==> config.mk <==
export PLATFORM = sky130hd
export DESIGN_NAME = sid_dac_serializer
export DESIGN_NICKNAME = d
export VERILOG_FILES = /design/src/rtl/sid_dac_serializer.sv
export SDC_FILE = /design/constraint.sdc
export NUM_CORES = 1
export LEC_CHECK = 0
export BUFFER_PORTS_ARGS = -buffer_cell sky130_fd_sc_hd__buf_2
export CAP_MARGIN = 20
export CORE_MARGIN = 4
export CORE_UTILIZATION = 50
export DETAILED_ROUTE_END_ITERATION = 12
export MAX_ROUTING_LAYER = met4
export PLACE_DENSITY = 0.75
export SKIP_LAST_GASP = 1
export SYNTH_ARGS = -nofsm -noshare
export SYNTH_HDL_FRONTEND = slang
export SYNTH_SLANG_ARGS = --single-unit
==> constraint.sdc <==
create_clock -name clk -period 2.7 [get_ports clk]
set_input_delay 0.54 -clock clk [delete_from_list [all_inputs] [get_ports clk]]
set_output_delay 0.54 -clock clk [all_outputs]
set_load 0.005 [all_outputs]
==> src/rtl/sid_dac_serializer.sv <==
// Serializes two 12-bit SID channel samples MSB-first to a pair of serial DACs sharing clk/csb/leb.
// Optional SID_DAC_OVERRUN_EN adds an 8-bit saturating count of overwritten pending pairs.
module sid_dac_serializer #(
    parameter int unsigned CLK_DIV = 2
) (
    input  logic        clk,
    input  logic        rst,
    input  logic [11:0] sample_1,
    input  logic [11:0] sample_2,
    input  logic        sample_valid,
    input  logic        dac_buffered,
    output logic        DAC_clk,
    output logic        DAC_dat_1,
    output logic        DAC_dat_2,
    output logic        DAC_csb,
    output logic        DAC_leb,
    output logic        busy
`ifdef SID_DAC_OVERRUN_EN
    ,
    output logic [7:0]  overrun_cnt
`endif
);

    localparam int unsigned DIV_W = $clog2(CLK_DIV + 1);
    localparam logic [DIV_W-1:0] DIV_LAST = DIV_W'(CLK_DIV - 1);

    typedef enum logic [2:0] {
        S_IDLE,
        S_SETUP,
        S_SHIFT,
        S_HOLD,
        S_LATCH,
        S_GAP
    } state_e;

    state_e             state_q, state_d;
    logic [DIV_W-1:0]   div_q, div_d;
    logic [3:0]         bit_q, bit_d;
    logic               phase_q, phase_d;
    logic [15:0]        sr1_q, sr1_d, sr2_q, sr2_d;
    logic               pv_q, pv_d;
    logic [11:0]        p1_q, p1_d, p2_q, p2_d;
    logic               dclk_q, dclk_d;
    logic               dat1_q, dat1_d, dat2_q, dat2_d;
    logic               csb_q, csb_d, leb_q, leb_d, busy_q, busy_d;
    logic               load_new, load_pend, div_done, in_frame;
`ifdef SID_DAC_OVERRUN_EN
    logic [7:0]         ovr_q, ovr_d;
`endif

    always_comb begin
        state_d   = state_q;
        div_d     = div_q;
        bit_d     = bit_q;
        phase_d   = phase_q;
        sr1_d     = sr1_q;
        sr2_d     = sr2_q;
        pv_d      = pv_q;
        p1_d      = p1_q;
        p2_d      = p2_q;
        load_new  = 1'b0;
        load_pend = 1'b0;
        div_done  = (div_q == DIV_LAST);

        case (state_q)
            S_IDLE: begin
                if (sample_valid) begin
                    load_new = 1'b1;
                end else if (pv_q) begin
                    load_pend = 1'b1;
                end
            end
            S_SETUP: begin
                if (div_done) begin
                    div_d   = '0;
                    phase_d = 1'b0;
                    state_d = S_SHIFT;
                end else begin
                    div_d = div_q + DIV_W'(1);
                end
            end
            S_SHIFT: begin
                if (div_done) begin
                    div_d   = '0;
                    phase_d = ~phase_q;
                    // Bit boundary is the high->low transition; data moves only then.
                    if (phase_q) begin
                        if (bit_q == 4'd15) begin
                            bit_d   = 4'd0;
                            state_d = S_HOLD;
                        end else begin
                            bit_d = bit_q + 4'd1;
                            sr1_d = {sr1_q[14:0], 1'b0};
                            sr2_d = {sr2_q[14:0], 1'b0};
                        end
                    end
                end else begin
                    div_d = div_q + DIV_W'(1);
                end
            end
            S_HOLD, S_LATCH: begin
                if (div_done) begin
                    div_d   = '0;
                    state_d = (state_q == S_HOLD) ? S_LATCH : S_GAP;
                end else begin
                    div_d = div_q + DIV_W'(1);
                end
            end
            S_GAP: begin
                if (div_done) begin
                    div_d = '0;
                    if (pv_q) begin
                        load_pend = 1'b1;
                    end else begin
                        state_d = S_IDLE;
                    end
                end else begin
                    div_d = div_q + DIV_W'(1);
                end
            end
            default: state_d = S_IDLE;
        endcase

        if (load_new || load_pend) begin
            sr1_d   = {1'b0, dac_buffered, 2'b11, (load_pend ? p1_q : sample_1)};
            sr2_d   = {1'b0, dac_buffered, 2'b11, (load_pend ? p2_q : sample_2)};
            state_d = S_SETUP;
            div_d   = '0;
            bit_d   = 4'd0;
            phase_d = 1'b0;
            pv_d    = 1'b0;
        end

        // A strobe while a frame is in flight lands in the one-deep slot (newest wins).
        if (sample_valid && (state_q != S_IDLE)) begin
            pv_d = 1'b1;
            p1_d = sample_1;
            p2_d = sample_2;
        end

        in_frame = (state_d == S_SETUP) || (state_d == S_SHIFT) || (state_d == S_HOLD);
        dclk_d   = (state_d == S_SHIFT) && phase_d;
        dat1_d   = in_frame ? sr1_d[15] : 1'b0;
        dat2_d   = in_frame ? sr2_d[15] : 1'b0;
        csb_d    = ~in_frame;
        leb_d    = (state_d != S_LATCH);
        busy_d   = (state_d != S_IDLE);

`ifdef SID_DAC_OVERRUN_EN
        ovr_d = ovr_q;
        if (sample_valid && pv_q && !load_pend && (ovr_q != 8'hFF)) begin
            ovr_d = ovr_q + 8'd1;
        end
`endif
    end

    always_ff @(posedge clk or posedge rst) begin
        if (rst) begin
            state_q <= S_IDLE;
            div_q   <= '0;
            bit_q   <= 4'd0;
            phase_q <= 1'b0;
            sr1_q   <= 16'd0;
            sr2_q   <= 16'd0;
            pv_q    <= 1'b0;
            p1_q    <= 12'd0;
            p2_q    <= 12'd0;
            dclk_q  <= 1'b0;
            dat1_q  <= 1'b0;
            dat2_q  <= 1'b0;
            csb_q   <= 1'b1;
            leb_q   <= 1'b1;
            busy_q  <= 1'b0;
`ifdef SID_DAC_OVERRUN_EN
            ovr_q   <= 8'd0;
`endif
        end else begin
            state_q <= state_d;
            div_q   <= div_d;
            bit_q   <= bit_d;
            phase_q <= phase_d;
            sr1_q   <= sr1_d;
            sr2_q   <= sr2_d;
            pv_q    <= pv_d;
            p1_q    <= p1_d;
            p2_q    <= p2_d;
            dclk_q  <= dclk_d;
            dat1_q  <= dat1_d;
            dat2_q  <= dat2_d;
            csb_q   <= csb_d;
            leb_q   <= leb_d;
            busy_q  <= busy_d;
`ifdef SID_DAC_OVERRUN_EN
            ovr_q   <= ovr_d;
`endif
        end
    end

    assign DAC_clk   = dclk_q;
    assign DAC_dat_1 = dat1_q;
    assign DAC_dat_2 = dat2_q;
    assign DAC_csb   = csb_q;
    assign DAC_leb   = leb_q;
    assign busy      = busy_q;
`ifdef SID_DAC_OVERRUN_EN
    assign overrun_cnt = ovr_q;
`endif

endmodule

==> flow_summary_export.csv, run 1 <==
group,metric,value,unit
synthesis,async_flop_share,1.000,
power_and_ir_drop,p_leak,1.770,nW
critical_path,crit_buf_inv,0,
critical_path,arrival,2.48,ns
finish,final_common_cell,"dfrtp_1",
power_and_ir_drop,share_seq_of_total_power,0.539,
routing,wirelength,6534,um
sta,setup_viol,0,
critical_path,rr_endpoint,"sr2_q[7]",
clock_network,clock_sinks,73,
clock_network,cts_tree,"done",
routing,drc,0,
floorplanning,die_h,88.66,um
finish,antenna-diode-count,0,
synthesis,yosys_register_bits,73,
sta,hold_ws,0.2167,ns
run_status,status,"complete, no violations",
clock_network,worstSkewPairLatency,0.35,ns
routing,via_count,2356,
sta,slew_violations,0,
finish,regArea,1829,um2
finish,fillers,532,
critical_path,r2r_start,"state_q[2]",
grt,gr-usage-met1,0.2461,
sta,period_needed,2.253,ns
clock_network,numCtsBuffers,9,
synthesis,avgSynthCellArea,10.84,um2
synthesis,ys_types,39,
floorplanning,initial_core_util,0.5123,
power_and_ir_drop,power.switching,0.4704,mW
finish,multiInputGateArea,1313,um2
sta,fin_crit_sh,0.8344,
sta,slew_headroom,0.5412,
critical_path,end_kind,"register",
job,drv_cap,0,
power_and_ir_drop,switching_share,0.2209,
synthesis,ys_seq_area_frac,0.5623,
synthesis,netlist_area,3253,um2
clock_network,clk_path_buf_depth,2,
critical_path,cp-startpoint,"state_q[2]",
synthesis,yosysWarnings,0,
sta,worst_pin_slew,0.6869,ns
grt,grt_pass1_vias,2378,
critical_path,crit_path_start_kind,"register",
routing,antenna_left,0,
power_and_ir_drop,p_comb_frac,0.048,
critical_path,cp_cell_sequence,"or3_1 -> a2bb2oi_4 -> nand2_2 -> nor2_1 -> a21oi_1",
sta,rsz0062_at_grt,"no",
sta,timing.fmax,443.9,MHz
grt,top_usage_layer,"met2",
floorplanning,dieWidth,88.66,um
synthesis,synth_edf_count,0,
synthesis,synth_cells,300,
power_and_ir_drop,p_per_area,576.0,nW/um2
grt,grtUsageMet2,0.3090,
clock_network,root_buffer,"clkbuf_8",
floorplanning,pin_count,34,
clock_network,cts-htree-levels,3,
place,portBuffers,33,
finish,drive_gt1_frac,0.2582,
power_and_ir_drop,clockPowerShare,0.413,
grt,grt_max_degree,52,
critical_path,worst-path-stages,5,
floorplanning,rows,29,
finish,final_nets,362,
finish,syn_to_final_growth,13.65,%
critical_path,crit_required,2.93,ns
synthesis,syn-num-nets,330,
clock_network,postCtsHoldBufs,0,
critical_path,crit_slowest_cell,"dfrtp_1",
clock_network,cts_setup_buffers,0,
synthesis,synth_flop_cell,"dfrtp_1",
sta,finalHoldViolCount,0,
power_and_ir_drop,peakVddDrop,334.4,uV
floorplanning,coreArea,6350,um2
critical_path,worst-setup-path-type,"reg2reg",
routing,vias_per_cell,5.691,
critical_path,slowest_delay,0.59,ns
sta,skew,0.006147,ns
routing,dr.first_iter.drc_count,171,
grt,overflow,0,
grt,grt_first_pass_wirelength,11350,um
power_and_ir_drop,intPower,1.659,mW
finish,final_cell_mix,"dfrtp_1 (71), a21oi_1 (36), nor2_1 (33), buf_2 (33), mux2_2 (24)",
critical_path,cp_top_family,"simple AND/OR/NAND/NOR gates",
grt,antenna_found_initial,0,
sta,fin_tns_setup,0,ns
critical_path,regToRegSetupSlack,0.45,ns
grt,gr-usage-met3,0.03631,
routing,drt-pass1-iter-count,5,
place,gp_congestion,0.7903,
critical_path,crit_path_max_fanout,28,
worst_hold_path,hold_class,"in2async",
grt,track_usage,0.1974,
routing,wl_per_cell,15.78,um
clock_network,clk_pin_slew_worst_paths,0.07,ns
floorplanning,die-area,7861,um2
critical_path,r2r.worst_path.cells,5,
place,dp_hpwl,4482,um
area by class of cell:
type                            count  area share
Clock buffer                       12     0.04196
Inverter                            6    0.006091
Timing Repair Buffer               40     0.06227
Tap cell                           77     0.02606
Sequential cell                    73      0.4948
Clock inverter                      4     0.01387
Multi-Input combinational cell    202      0.3550
worst max path at each step:
stage,to,slack [ns]
6_report,sr2_q[7],0.45
5_1_grt,sr2_q[11],0.24
4_1_cts,sr2_q[7],0.12
3_5_place_dp,sr2_q[7],0.11
3_3_place_gp,sr2_q[11],0.25
2_1_floorplan,DAC_clk,0.31
power by group through the flow:
stage | logic [mW] | registers [mW] | clock network [mW]
2_1_floorplan | 0.0626 | 1.16 | 0
6_report | 0.102 | 1.15 | 0.879
3_5_place_dp | 0.104 | 1.17 | 0
4_1_cts | 0.104 | 1.15 | 0.899
3_3_place_gp | 0.0997 | 1.17 | 0
5_1_grt | 0.116 | 1.15 | 0.956
cell usage after synthesis, types with 6 or more instances:
| library cell | number | area, um2 |
|---|---|---|
| mux2i_1 | 8 | 80.08 |
| a21oi_1 | 36 | 180.2 |
| clkbuf_1 | 7 | 26.28 |
| a22oi_1 | 17 | 127.6 |
| inv_1 | 6 | 22.52 |
| buf_2 | 8 | 40.04 |
| nand2_1 | 20 | 75.07 |
| nor2_1 | 33 | 123.9 |
| a222oi_1 | 6 | 60.06 |
| mux2_2 | 24 | 270.3 |
| dfrtp_1 | 71 | 1777 |
| o21ai_0 | 22 | 110.1 |
state kept, by name (all words and copies together), names as in the netlist:
| register | flops |
|---|---|
| DAC_clk | 1 |
| sr2_q | 16 |
| bit_q | 4 |
| p2_q | 12 |
| pv_q | 1 |
| DAC_dat_1 | 1 |
| sr1_q | 16 |
| state_q | 3 |
| DAC_csb | 1 |
| DAC_leb | 1 |
| div_q | 2 |
| busy | 1 |
| p1_q | 12 |
| DAC_dat_2 | 1 |
| phase_q | 1 |
layer usage:
| layer | part of all wire | vias up |
|---|---|---|
| li1 | - | 1134 |
| met1 | 0.43 | 1162 |
| met2 | 0.51 | 49 |
| met3 | 0.041 | 11 |
| met4 | 0.022 | 0 |
| met5 | 0 | - |
kinds of logic (layout without fill, tap and decap cells):
kind of cell / Yosys count / in the layout / share of synthesized area
xor gates and xnor gates: 3 / 3 / 0.008078
muxes: 32 / 32 / 0.1077
DFF: 73 / 73 / 0.5623
AOI/OAI and AO/OA: 88 / 88 / 0.1654
adders and majority gates: 2 / 2 / 0.007691
buffers and inverters: 25 / 62 / 0.03769
and+or+nand+nor: 77 / 77 / 0.1112
stage by stage:
stage / power (mW) / util / setup WS (ns) / instances / area (um2)
3_5_place_dp: 1.274 / 0.5480 / 0.1129 / 398 / 3480
4_1_cts: 2.152 / 0.5805 / 0.1210 / 414 / 3686
5_1_grt: 2.225 / 0.5823 / 0.2352 / 414 / 3697
3_3_place_gp: 1.267 / 0.5480 / 0.2507 / 398 / 3480
2_1_floorplan: 1.227 / - / 0.3100 / 300 / 3253
6_report: 2.130 / 0.5823 / 0.4472 / 414 / 3697
timing repair:
item | CTS | global route
hold endpoints to repair | 0 | 0
gates resized for setup | 0 | 1
endpoints found under the setup margin | 0 | 22
Note: power is estimated with default switching activity, not from simulation.
==> run 2, diff against run 1 <==
--- a/config.mk
+++ b/config.mk
@@ -11,7 +11,7 @@
 export CORE_UTILIZATION = 50
 export DETAILED_ROUTE_END_ITERATION = 12
 export MAX_ROUTING_LAYER = met4
-export PLACE_DENSITY = 0.75
+export PLACE_DENSITY = 0.78
 export SKIP_LAST_GASP = 1
 export SYNTH_ARGS = -nofsm -noshare
 export SYNTH_HDL_FRONTEND = slang
==> constraint.sdc (replaced) <==
create_clock -name clk -period 2 [get_ports clk]
set_input_delay 0.4 -clock clk [delete_from_list [all_inputs] [get_ports clk]]
set_output_delay 0.4 -clock clk [all_outputs]
set_load 0.005 [all_outputs]
==> flow_summary_export.csv, run 2 (synthesis results as in run 1) <==
group,metric,value,unit
routing,vias_per_cell,5.699,
sta,timing.fmax,539.1,MHz
critical_path,slowest_delay,0.48,ns
clock_network,cts_setup_buffers,0,
power_and_ir_drop,p_leak,1.829,nW
sta,worst_pin_slew,0.4053,ns
critical_path,crit_path_max_fanout,14,
grt,grt_max_degree,61,
clock_network,numCtsBuffers,9,
power_and_ir_drop,p_comb_frac,0.049,
worst_hold_path,hold_class,"in2async",
power_and_ir_drop,switching_share,0.2210,
power_and_ir_drop,intPower,2.237,mW
sta,finalHoldViolCount,0,
finish,syn_to_final_growth,17.00,%
routing,dr.first_iter.drc_count,115,
grt,grt_pass1_vias,2445,
clock_network,worstSkewPairLatency,0.35,ns
critical_path,worst-setup-path-type,"reg2reg",
routing,antenna_left,0,
finish,final_cell_mix,"dfrtp_1 (71), a21oi_1 (36), nor2_1 (33), buf_2 (33), mux2_2 (24)",
critical_path,crit_path_start_kind,"register",
clock_network,root_buffer,"clkbuf_8",
place,gp_congestion,0.8160,
sta,skew,0.009024,ns
critical_path,arrival,2.12,ns
finish,drive_gt1_frac,0.2783,
floorplanning,pin_count,34,
sta,setup_viol,0,
floorplanning,initial_core_util,0.5123,
routing,drt-pass1-iter-count,5,
grt,track_usage,0.1925,
critical_path,crit_slowest_cell,"or3_1",
clock_network,clk_pin_slew_worst_paths,0.08,ns
sta,rsz0062_at_grt,"no",
floorplanning,rows,29,
routing,via_count,2405,
critical_path,crit_buf_inv,1,
floorplanning,die_h,88.66,um
grt,overflow,0,
sta,slew_violations,0,
power_and_ir_drop,peakVddDrop,594.4,uV
routing,wirelength,6394,um
critical_path,end_kind,"register",
routing,drc,0,
floorplanning,die-area,7861,um2
finish,final_nets,370,
sta,slew_headroom,0.7288,
finish,largestRegisters,"sr1_q (16), sr2_q (16)",
place,dp_hpwl,4232,um
sta,period_needed,1.855,ns
clock_network,cts-htree-levels,3,
power_and_ir_drop,share_seq_of_total_power,0.540,
critical_path,cp_cell_sequence,"or3_1 -> o21ai_4 -> buf_4 -> a22oi_1 -> a21oi_1",
place,portBuffers,33,
run_status,status,"complete, no violations",
floorplanning,coreArea,6350,um2
power_and_ir_drop,power.switching,0.6349,mW
critical_path,regToRegSetupSlack,0.15,ns
clock_network,clk_path_buf_depth,2,
job,drv_cap,0,
grt,antenna_found_initial,0,
sta,fin_tns_setup,0,ns
place,placed_area,3593,um2
power_and_ir_drop,clockPowerShare,0.411,
clock_network,cts_tree,"done",
routing,wl_per_cell,15.15,um
finish,final_common_cell,"dfrtp_1",
finish,stdcell_area,3806,um2
critical_path,cp_top_family,"compound AO/OA/AOI/OAI gates",
sta,fin_crit_sh,0.9275,
clock_network,clock_sinks,73,
floorplanning,dieWidth,88.66,um
critical_path,crit_required,2.26,ns
power_and_ir_drop,p_per_area,754.7,nW/um2
finish,antenna-diode-count,0,
grt,grt_first_pass_wirelength,11300,um
==> run 2: cell types whose count changed in the layout (fill, tap and decap cells not counted), sizes merged <==
cell	delta
buf	+8
clkinv	+2
clkbuf	-1
inv	-1
==> run 2: timing repair <==
item	in CTS	in global routing
resized for setup	1	0
hold buffers	0	0
endpoints found under the setup margin	7	0
==> run 2: final cells by class <==
class / count / area (um2)
fillers: 517 / 2544
flip-flops and latches: 73 / 1829
multi-input cells: 202 / 1309
repair buffers: 48 / 340.3
clock buffers: 11 / 151.4
well taps: 77 / 96.34
clock inverters: 5 / 53.80
inverters: 6 / 26.28
==> run 2: metal layers <==
metal  wire [um]  global-route usage  vias up  part of all wire
li1            -                   -     1147                 -
met1        2702              0.2331     1201              0.42
met2        3298              0.3097       49              0.52
met3         290             0.05028        8             0.045
met4         103             0.07143        0             0.016
met5           0                   -        -                 0
==> run 2: path summary, 6_finish.rpt <==
check / depth (start not counted) / endpoint / from
setup / recovery: 5 / sr1_q[7] / state_q[1]
hold / removal: 2 / p2_q[2] / rst
setup reg to reg: 5 / sr1_q[7] / state_q[1]
hold reg to reg: 2 / sr1_q[0] / sr1_q[0]
max in group asynchronous: 3 / DAC_leb / rst
min in group clk: 3 / sr1_q[0] / sample_1[0]
==> run 2: power by group through the flow <==
stage	logic [mW]	clock network, mW	registers (mW)
after CTS	0.145	1.20	1.55
after global routing	0.159	1.26	1.55
final	0.141	1.18	1.55
after floorplan	0.0849	0	1.57
after detailed placement	0.144	0	1.58
after global placement	0.140	0	1.58
==> run 2: worst reg2reg max path: cells and delay by family, from the launching register on <==
family / cells / cell delay [ns]
AOI/OAI and AO/OA: 3 / 0.66
buffers and inverters: 1 / 0.25
DFF: 1 / 0.39
and+or+nand+nor: 1 / 0.48
==> run 2: per-stage QoR <==
stage	util	setup WS (ns)	instances	hold WS, ns	total power, mW
after CTS	0.5994	0.1164	422	0.01394	2.896
after detailed placement	0.5659	0.04256	406	0.3921	1.723
after floorplan	-	0.2337	300	0.4444	1.656
after global routing	0.5994	0.005754	422	0.02758	2.972
after global placement	0.5659	0.1082	406	0.3893	1.717
final	0.5994	0.1451	422	0.01775	2.872
==> run 3, diff against run 2 <==
==> constraint.sdc (replaced) <==
create_clock -name clk -period 2 [get_ports clk]
set_input_delay 0.5 -clock clk [delete_from_list [all_inputs] [get_ports clk]]
set_output_delay 0.5 -clock clk [all_outputs]
set_load 0.005 [all_outputs]
==> flow_summary_export.csv, run 3 (synthesis results as in run 1) <==
group,metric,value,unit
place,gp_congestion,0.8004,
grt,overflow,0,
finish,multiInputGateArea,1309,um2
sta,period_needed,1.867,ns
sta,slew_violations,0,
worst_hold_path,hold_class,"in2async",
power_and_ir_drop,p_per_area,746.3,nW/um2
power_and_ir_drop,p_leak,1.818,nW
routing,drt-pass1-iter-count,4,
routing,wl_per_cell,15.22,um
clock_network,clk_pin_slew_worst_paths,0.08,ns
floorplanning,die_h,88.66,um
floorplanning,coreArea,6350,um2
critical_path,regToRegSetupSlack,0.13,ns
floorplanning,initial_core_util,0.5123,
sta,timing.fmax,535.5,MHz
critical_path,crit_path_start_kind,"register",
power_and_ir_drop,totalPowerFinal,2.825,mW
finish,final_common_cell,"dfrtp_1",
floorplanning,dieWidth,88.66,um
clock_network,clock_sinks,73,
critical_path,r2r_start,"state_q[1]",
run_status,status,"complete, no violations",
sta,skew,0.006041,ns
sta,rsz0062_at_grt,"no",
floorplanning,pin_count,34,
routing,via_count,2411,
routing,dr.first_iter.drc_count,156,
routing,drc,0,
finish,final_cell_mix,"dfrtp_1 (71), a21oi_1 (36), nor2_1 (33), buf_2 (33), mux2_2 (24)",
critical_path,crit_required,2.22,ns
critical_path,rr_endpoint,"sr2_q[1]",
critical_path,arrival,2.09,ns
finish,antenna-diode-count,0,
clock_network,cts-htree-levels,3,
power_and_ir_drop,peakVddDrop,552.4,uV
clock_network,root_buffer,"clkbuf_8",
grt,grt_pass1_vias,2471,
place,portBuffers,33,
place,placed_area,3583,um2
clock_network,worstSkewPairLatency,0.34,ns
finish,drive_gt1_frac,0.2824,
routing,vias_per_cell,5.686,
floorplanning,die-area,7861,um2
job,drv_cap,0,
clock_network,numCtsBuffers,9,
critical_path,r2r.worst_path.cells,5,
clock_network,clk_path_buf_depth,2,
routing,antenna_left,0,
floorplanning,rows,29,
grt,grt_max_degree,44,
grt,antenna_found_initial,0,
sta,slew_headroom,0.6461,
sta,setup_viol,0,
critical_path,worst-setup-path-type,"reg2reg",
clock_network,cts_tree,"done",
finish,stdcell_area,3785,um2
finish,final_nets,372,
place,dp_hpwl,4334,um
finish,fillers,521,
finish,largestRegisters,"sr1_q (16), sr2_q (16)",
sta,finalHoldViolCount,0,
sta,hold_ws,0.2516,ns
sta,fin_crit_sh,0.9337,
critical_path,end_kind,"register",
sta,fin_tns_setup,0,ns
finish,regArea,1829,um2
grt,grt_first_pass_wirelength,11120,um
critical_path,crit_path_max_fanout,16,
sta,worst_pin_slew,0.5308,ns
routing,wirelength,6455,um
grt,track_usage,0.1902,
finish,syn_to_final_growth,16.35,%
## run 3: cell count changes in the layout (fill, tap and decap cells not counted), sizes merged
cell	delta
clkinvlp	+1
inv	+1
buf	+2
clkbuf	-2
## run 3: per-stage QoR
step                worst slack, ns  std cells  utilization
finish                       0.1326        424       0.5961
global route                0.06249        424       0.5961
CTS                         0.04872        424       0.5949
detailed placement          0.08290        408       0.5643
global placement             0.1516        408       0.5643
floorplan                    0.2337        300            -
## run 3: where the power goes
| group | leakage, nW | switching (mW) | total, mW | internal [mW] |
|---|---|---|---|---|
| clock | 0.0994 | 0.559 | 1.13 | 0.575 |
| sequential | 0.917 | 0.0268 | 1.55 | 1.52 |
| combinational | 0.802 | 0.0675 | 0.139 | 0.0711 |
| total | 1.82 | 0.653 | 2.82 | 2.17 |
## run 3: routing by layer
metal | track usage | part of all wire | up-vias
li1 | - | - | 1156
met1 | 0.2252 | 0.43 | 1175
met2 | 0.3212 | 0.51 | 67
met3 | 0.03352 | 0.046 | 13
met4 | 0.07555 | 0.016 | 0
met5 | - | 0 | -
## run 3: final cells by class
cell class	count	share of cell area
flip-flops and latches	73	0.4833
repair buffers	50	0.08727
well taps	77	0.02545
multi-input cells	202	0.3458
clock inverters	7	0.01851
clock buffers	9	0.03273
inverters	6	0.006942
## run 3: worst max path at each step
stage / endpoint / from / depth (start not counted) / slack [ns]
4_1_cts: sr2_q[10] / state_q[1] / 5 / 0.05
6_report: sr2_q[1] / state_q[1] / 5 / 0.13
5_1_grt: sr2_q[1] / state_q[1] / 5 / 0.06
2_1_floorplan: p1_q[10] / state_q[2] / 5 / 0.23
3_5_place_dp: sr2_q[8] / state_q[1] / 5 / 0.08
3_3_place_gp: sr2_q[10] / state_q[1] / 5 / 0.15
## run 3: worst max-delay path, stage by stage (launching register included)
cell and delay (ns):
dfrtp_1 0.37, or3_1 0.46, a2bb2oi_2 0.21, buf_4 0.19
a222oi_1 0.38, a21oi_1 0.13
## run 3: repair_timing
| action | in CTS | in global routing |
|---|---|---|
| setup buffers | 0 | 0 |
| resized for setup | 0 | 1 |
| hold buffers | 0 | 0 |
| endpoints found under the setup margin | 0 | 10 |
